## config.mk

```make
export PLATFORM = sky130hd
export DESIGN_NAME = prog_ram_flat
export DESIGN_NICKNAME = d
export VERILOG_FILES = /design/src/rtl/prog_ram_pkg.sv /design/src/rtl/prog_ram_if.sv /design/src/rtl/prog_ram_mem.sv /design/src/rtl/prog_ram.sv /design/src/flat_wrapper.sv
export SDC_FILE = /design/constraint.sdc
export NUM_CORES = 1
export LEC_CHECK = 0
export CORE_MARGIN = 5
export CORE_UTILIZATION = 60
export CTS_CLUSTER_SIZE = 10
export DETAILED_ROUTE_END_ITERATION = 6
export MAX_ROUTING_LAYER = met4
export PLACE_DENSITY = 0.8
export SLEW_MARGIN = 40
export SYNTH_ARGS = -nofsm -noshare
export SYNTH_HDL_FRONTEND = slang
export SYNTH_SLANG_ARGS = --single-unit
export TNS_END_PERCENT = 50
```

## constraint.sdc

```tcl
create_clock -name clk -period 6.55 [get_ports clk]
set_input_delay 1.31 -clock clk [delete_from_list [all_inputs] [get_ports clk]]
set_output_delay 1.31 -clock clk [all_outputs]
set_load 0.005 [all_outputs]
```

## src/rtl/prog_ram_pkg.sv

```systemverilog
// rtl/prog_ram_pkg.sv - state encodings and default widths shared by the prog_ram files
package prog_ram_pkg;

  localparam int ADDR_W_DEF = 4;
  localparam int DATA_W_DEF = 8;
  localparam int DLY_W      = 4;

  typedef enum logic [1:0] {
    ST_IDLE = 2'd0,
    ST_LOAD = 2'd1,
    ST_WAIT = 2'd2,
    ST_RUN  = 2'd3
  } state_e;

endpackage

```

## src/rtl/prog_ram_if.sv

```systemverilog
// rtl/prog_ram_if.sv - CPU port and loader stream bundle between the host side and prog_ram
interface prog_ram_if
  import prog_ram_pkg::*;
#(
  parameter int ADDR_W = ADDR_W_DEF,
  parameter int DATA_W = DATA_W_DEF
) ();

  logic [ADDR_W-1:0] cpu_addr;
  logic              cpu_wr_en;
  logic [DATA_W-1:0] cpu_wdata;
  logic [DATA_W-1:0] cpu_rdata;
  logic              ld_valid;
  logic              ld_ready;
  logic [DATA_W-1:0] ld_data;
  logic              ld_last;
  logic              reload;
  logic              cpu_start;
  logic [ADDR_W:0]   load_cnt;
  logic              running;

  modport master (
    output cpu_addr, cpu_wr_en, cpu_wdata, ld_valid, ld_data, ld_last, reload,
    input  cpu_rdata, ld_ready, cpu_start, load_cnt, running
  );

  modport slave (
    input  cpu_addr, cpu_wr_en, cpu_wdata, ld_valid, ld_data, ld_last, reload,
    output cpu_rdata, ld_ready, cpu_start, load_cnt, running
  );

endinterface

```

## src/rtl/prog_ram_mem.sv

```systemverilog
// rtl/prog_ram_mem.sv - DEPTH x DATA_W register array, async clear, one write and one combinational read port
module prog_ram_mem
  import prog_ram_pkg::*;
#(
  parameter int ADDR_W = ADDR_W_DEF,
  parameter int DATA_W = DATA_W_DEF
) (
  input  logic              clk,
  input  logic              reset,
  input  logic              wr_en,
  input  logic [ADDR_W-1:0] wr_addr,
  input  logic [DATA_W-1:0] wr_data,
  input  logic [ADDR_W-1:0] rd_addr,
  output logic [DATA_W-1:0] rd_data
);

  localparam int DEPTH = 1 << ADDR_W;

  logic [DATA_W-1:0] mem_q [DEPTH];
  logic [DATA_W-1:0] mem_d [DEPTH];

  always_comb begin
    mem_d = mem_q;
    if (wr_en) begin
      mem_d[wr_addr] = wr_data;
    end
  end

  always_ff @(posedge clk or negedge reset) begin
    if (!reset) begin
      for (int i = 0; i < DEPTH; i++) begin
        mem_q[i] <= '0;
      end
    end else begin
      mem_q <= mem_d;
    end
  end

  // Zero-latency read: a same-cycle store is only visible after the edge.
  assign rd_data = mem_q[rd_addr];

endmodule

```

## src/rtl/prog_ram.sv

```systemverilog
// rtl/prog_ram.sv - program RAM with byte-stream loader, start-delay counter and one-shot cpu_start
module prog_ram
  import prog_ram_pkg::*;
#(
  parameter int ADDR_W    = ADDR_W_DEF,
  parameter int DATA_W    = DATA_W_DEF,
  parameter int START_DLY = 2
) (
  input  logic         clk,
  input  logic         reset,
  prog_ram_if.slave    bus
);

  localparam int                DEPTH    = 1 << ADDR_W;
  localparam logic [ADDR_W-1:0] PTR_LAST = ADDR_W'(DEPTH - 1);
  localparam logic [ADDR_W-1:0] PTR_ONE  = ADDR_W'(1);
  localparam logic [ADDR_W:0]   CNT_ONE  = (ADDR_W + 1)'(1);
  localparam logic [DLY_W-1:0]  DLY_END  = DLY_W'(START_DLY);
  localparam logic [DLY_W-1:0]  DLY_ONE  = DLY_W'(1);

  state_e              state_q, state_d;
  logic [ADDR_W-1:0]   ptr_q,   ptr_d;
  logic [ADDR_W:0]     cnt_q,   cnt_d;
  logic [DLY_W-1:0]    dly_q,   dly_d;

  logic                ld_ready;
  logic                cpu_start;
  logic                mem_we;
  logic [ADDR_W-1:0]   mem_waddr;
  logic [DATA_W-1:0]   mem_wdata;

  always_comb begin
    state_d   = state_q;
    ptr_d     = ptr_q;
    cnt_d     = cnt_q;
    dly_d     = dly_q;
    ld_ready  = 1'b0;
    cpu_start = 1'b0;
    mem_we    = 1'b0;
    mem_waddr = ptr_q;
    mem_wdata = bus.ld_data;

    case (state_q)
      ST_IDLE: begin
        state_d = ST_LOAD;
        ptr_d   = '0;
        cnt_d   = '0;
      end

      ST_LOAD: begin
        ld_ready = 1'b1;
        // A reload wins over a byte offered in the same cycle; that byte is dropped.
        if (bus.reload) begin
          ptr_d = '0;
          cnt_d = '0;
        end else if (bus.ld_valid) begin
          mem_we = 1'b1;
          cnt_d  = cnt_q + CNT_ONE;
          if (ptr_q != PTR_LAST) begin
            ptr_d = ptr_q + PTR_ONE;
          end
          if (bus.ld_last || (ptr_q == PTR_LAST)) begin
            state_d = ST_WAIT;
            dly_d   = '0;
          end
        end
      end

      ST_WAIT: begin
        if (bus.reload) begin
          state_d = ST_LOAD;
          ptr_d   = '0;
          cnt_d   = '0;
        end else if (dly_q == DLY_END) begin
          cpu_start = 1'b1;
          state_d   = ST_RUN;
        end else begin
          dly_d = dly_q + DLY_ONE;
        end
      end

      ST_RUN: begin
        if (bus.reload) begin
          state_d = ST_LOAD;
          ptr_d   = '0;
          cnt_d   = '0;
        end else if (bus.cpu_wr_en) begin
          mem_we    = 1'b1;
          mem_waddr = bus.cpu_addr;
          mem_wdata = bus.cpu_wdata;
        end
      end

      default: begin
        state_d = ST_IDLE;
      end
    endcase
  end

  always_ff @(posedge clk or negedge reset) begin
    if (!reset) begin
      state_q <= ST_IDLE;
      ptr_q   <= '0;
      cnt_q   <= '0;
      dly_q   <= '0;
    end else begin
      state_q <= state_d;
      ptr_q   <= ptr_d;
      cnt_q   <= cnt_d;
      dly_q   <= dly_d;
    end
  end

  prog_ram_mem #(
    .ADDR_W (ADDR_W),
    .DATA_W (DATA_W)
  ) u_mem (
    .clk     (clk),
    .reset   (reset),
    .wr_en   (mem_we),
    .wr_addr (mem_waddr),
    .wr_data (mem_wdata),
    .rd_addr (bus.cpu_addr),
    .rd_data (bus.cpu_rdata)
  );

  assign bus.ld_ready  = ld_ready;
  assign bus.cpu_start = cpu_start;
  assign bus.load_cnt  = cnt_q;
  assign bus.running   = (state_q == ST_RUN);

endmodule

```

## src/flat_wrapper.sv

```systemverilog
// flat-port wrapper written by rule: the top's interface ports become plain ports
module prog_ram_flat import prog_ram_pkg::*;
#(
  parameter int ADDR_W    = ADDR_W_DEF,
  parameter int DATA_W    = DATA_W_DEF,
  parameter int START_DLY = 2
)
  (clk, reset, bus_cpu_addr, bus_cpu_wr_en, bus_cpu_wdata, bus_ld_valid, bus_ld_data, bus_ld_last, bus_reload, bus_cpu_rdata, bus_ld_ready, bus_cpu_start, bus_load_cnt, bus_running);
  prog_ram_if #(.ADDR_W(ADDR_W), .DATA_W(DATA_W)) bus_i ();
  input  logic clk;
  input  logic reset;
  input wire logic [$bits(bus_i.cpu_addr)-1:0] bus_cpu_addr;
  input wire logic [$bits(bus_i.cpu_wr_en)-1:0] bus_cpu_wr_en;
  input wire logic [$bits(bus_i.cpu_wdata)-1:0] bus_cpu_wdata;
  input wire logic [$bits(bus_i.ld_valid)-1:0] bus_ld_valid;
  input wire logic [$bits(bus_i.ld_data)-1:0] bus_ld_data;
  input wire logic [$bits(bus_i.ld_last)-1:0] bus_ld_last;
  input wire logic [$bits(bus_i.reload)-1:0] bus_reload;
  output wire logic [$bits(bus_i.cpu_rdata)-1:0] bus_cpu_rdata;
  output wire logic [$bits(bus_i.ld_ready)-1:0] bus_ld_ready;
  output wire logic [$bits(bus_i.cpu_start)-1:0] bus_cpu_start;
  output wire logic [$bits(bus_i.load_cnt)-1:0] bus_load_cnt;
  output wire logic [$bits(bus_i.running)-1:0] bus_running;
  assign bus_i.cpu_addr = bus_cpu_addr;
  assign bus_i.cpu_wr_en = bus_cpu_wr_en;
  assign bus_i.cpu_wdata = bus_cpu_wdata;
  assign bus_i.ld_valid = bus_ld_valid;
  assign bus_i.ld_data = bus_ld_data;
  assign bus_i.ld_last = bus_ld_last;
  assign bus_i.reload = bus_reload;
  assign bus_cpu_rdata = bus_i.cpu_rdata;
  assign bus_ld_ready = bus_i.ld_ready;
  assign bus_cpu_start = bus_i.cpu_start;
  assign bus_load_cnt = bus_i.load_cnt;
  assign bus_running = bus_i.running;
  prog_ram #(.ADDR_W(ADDR_W), .DATA_W(DATA_W), .START_DLY(START_DLY)) u_core (.clk(clk), .reset(reset), .bus(bus_i));
endmodule
```

==> impl_metrics.json <==
{
  "outcome": "complete, no violations",
  "grt_start_max_net_pins": 86,
  "dr.pass1.iters": 4,
  "netlist_top_cells_count": "dfrtp_1, mux2_2, mux4_2",
  "clkLatencyLatePin_ns": 0.41,
  "arrival_ns": 3.63,
  "rrSetupSlack_ns": 2.85,
  "io_pins": 42,
  "hold_path_class": "reg -> reg",
  "synth_area_um2": 7120,
  "synth_cell_types": 45,
  "ys_seq_area_share_pct": 50.2,
  "dieHeight_um": 119,
  "crit_chain": "clkdlybuf4s50_1 -> buf_4 -> mux4_2 -> mux4_2 -> clkdlybuf4s50_1",
  "first_iter_violations": 449,
  "synth_top_area_cell": "dfrtp_1",
  "finalHoldViolations": 0,
  "area_delta_synth_final_pct": 15.0,
  "grt_pass1_vias": 4430,
  "clock.fmax_mhz": 202,
  "layout.nets": 548,
  "ant_nets": 0,
  "drive_gt1_share_pct": 45.2,
  "die-area_um2": 14200,
  "slew_viol_final": 0,
  "netlist_instances": 475,
  "p_per_area_nw_per_um2": 298,
  "yosys.area.top_type_share_pct": 50.2,
  "required_ns": 5.24,
  "crit_type": "in -> out",
  "setup-violations-final": 0,
  "ys.flop_type": "dfrtp_1",
  "antenna_found_initial": 0,
  "post_cts_buffers": 0,
  "root_buffer": "clkbuf_16",
  "fp-row-count": 39,
  "portBuffers": 41,
  "cts_max_path_buffers": 2,
  "cp-start-kind": "primary input",
  "path_max_fanout": 34,
  "max_stage_delay_ns": 0.50,
  "syn_area_per_cell_um2": 15.0,
  "slew_headroom_pct": 43.7,
  "routedWlPerCell_um": 23.2,
  "grt_first_pass_wirelength_mm": 25.2,
  "core-area_um2": 11500,
  "ys_warn_count": 0,
  "fin_crit_sh_pct": 75.5,
  "critical_path_buf_inv_count": 3,
  "routed_wl_mm": 15.5,
  "die_x_um": 119,
  "n_antenna_cell": 0,
  "end_kind": "primary output",
  "grt_util_all_layers_pct": 24.2,
  "period_minus_slack_ns": 4.94,
  "ys_seq_elements": 143,
  "cts.repair.resized": 0,
  "ctsHoldBuffers": 0,
  "cts_sinks": 143,
  "synth.area.top_cells": "dfrtp_1, mux2_2, mux4_2, ha_1, nand4_2",
  "vias_per_cell": 6.39,
  "worst_pin_slew_ns": 0.839,
  "setup_tns_ns": 0,
  "nFillCells": 745,
  "globalplace.congestion": 0.756,
  "rsz0062_at_grt": "no",
  "synth_fp_nets": 509,
  "h-tree-depth": 4,
  "clock_skew_ns": 0.00649,
  "path_delay_family": "buffers and inverters",
  "start_util_pct": 61.9,
  "async_flop_share_pct": 100,
  "cts_tree": "done",
  "dpl.hpwl_mm": 9.68,
  "gr-total-overflow": 0,
  "drc": 0,
  "p_leak_nw": 3.78,
  "cpMaxStageDelayCell": "mux4_2",
  "max_cap_viol_count": 0,
  "dr_total_vias": 4274,
  "cts_made_buffers": 17,
  "fin_util_pct": 71.2,
  "synth-edff-count": 0,
  "clkTransAtPathRegs_ns": 0.05,
  "yosysMostFrequentCell": "dfrtp_1",
  "ir_drop_v": 0.000204
}
registers in the layout, summed over array words and instances, names as in the netlist:
signal and flops:
u_core.bus.load_cnt 5, u_core.dly_q 4, u_core.state_q 2, u_core.ptr_q 4, u_core.u_mem.mem_q 128
layer usage:
layer | GRT usage, % | wire (um) | vias up
met5 | - | 0 | -
met4 | 7.53 | 161 | 0
met3 | 5.92 | 830 | 19
met2 | 36.8 | 7690 | 113
met1 | 32.8 | 6860 | 2261
li1 | - | - | 1881
logic make-up (layout without fill, tap and decap cells):
kind of cell	after synthesis	in the layout	synth area share, %
AO/OA/AOI/OAI	32	32	2.90
adder cells (fa/ha/maj)	8	8	1.41
buffers and inverters	38	89	2.30
flip-flops	143	143	50.2
multiplexers	191	191	36.6
AND/OR/NAND/NOR	63	63	6.53
layout make-up:
class | count | area (um2) | share of cell area (%)
Multi-Input combinational cell | 294 | 3380 | 41.3
Timing Repair Buffer | 48 | 474 | 5.79
Clock buffer | 21 | 450 | 5.50
Tap cell | 143 | 179 | 2.18
Sequential cell | 143 | 3580 | 43.7
Clock inverter | 10 | 90.1 | 1.10
Inverter | 10 | 37.5 | 0.458
metrics by stage:
stage          instance area, um2  setup slack, ns  instances  power [mW]  hold slack (ns)
2_1_floorplan                7120             2.45        475        1.42            0.453
3_3_place_gp                 7610             1.38        635        1.54            0.464
3_5_place_dp                 7650             1.36        638        1.57            0.475
4_1_cts                      8190             1.34        669        2.46            0.487
5_1_grt                      8190             1.53        669        2.56            0.513
6_report                     8190             1.61        669        2.45            0.491
placed cells by master, fill, tap and decap left out, drive strengths merged, types with 2 or more instances in the layout:
master         instances
clkbuf                22
nor2                   6
o211ai                 2
or4                    2
dfrtp                143
clkinv                 5
or3                    5
or3b                   2
nand2b                 7
clkdlybuf4s50         38
mux2i                 10
mux2                 141
o21ai                  6
nand2                 12
o2bb2ai                2
inv                   11
a21oi                 11
ha                     8
buf                    9
mux4                  40
o31ai                  3
nand4                 12
nor4                   4
clkinvlp               3
and3                   2
nand3                  4
nor2b                  2
worst register-to-register path, stage by stage, from the launching register on:
cell	delay, ns
dfrtp_1	0.40
ha_1	0.37
nand3b_1	0.65
buf_4	0.46
mux2i_1	0.42
nand4_1	0.73
mux2_2	0.55
worst paths after layout:
| check | from | endpoint | cells after the start |
|---|---|---|---|
| max in group asynchronous | reset | u_core.u_mem.mem_q[59]$_DFFE_PN0P_ | 2 |
| worst min register to register | u_core.u_mem.mem_q[126]$_DFFE_PN0P_ | u_core.u_mem.mem_q[126]$_DFFE_PN0P_ | 1 |
| worst max register to register | u_core.state_q[0]$_DFFE_PN0P_ | u_core.u_mem.mem_q[14]$_DFFE_PN0P_ | 6 |
| worst min-delay path | u_core.u_mem.mem_q[126]$_DFFE_PN0P_ | u_core.u_mem.mem_q[126]$_DFFE_PN0P_ | 1 |
| worst max-delay path | bus_cpu_addr[1] | bus_cpu_rdata[4] | 5 |
| min in group asynchronous | reset | u_core.bus.load_cnt[2]$_DFFE_PN0P_ | 1 |
power by group:
part / internal [mW] / switching, mW
clock: 0.528 / 0.356
sequential: 0.999 / 0.0695
combinational: 0.259 / 0.232
total: 1.79 / 0.658
(Power assumes the default switching activity.)
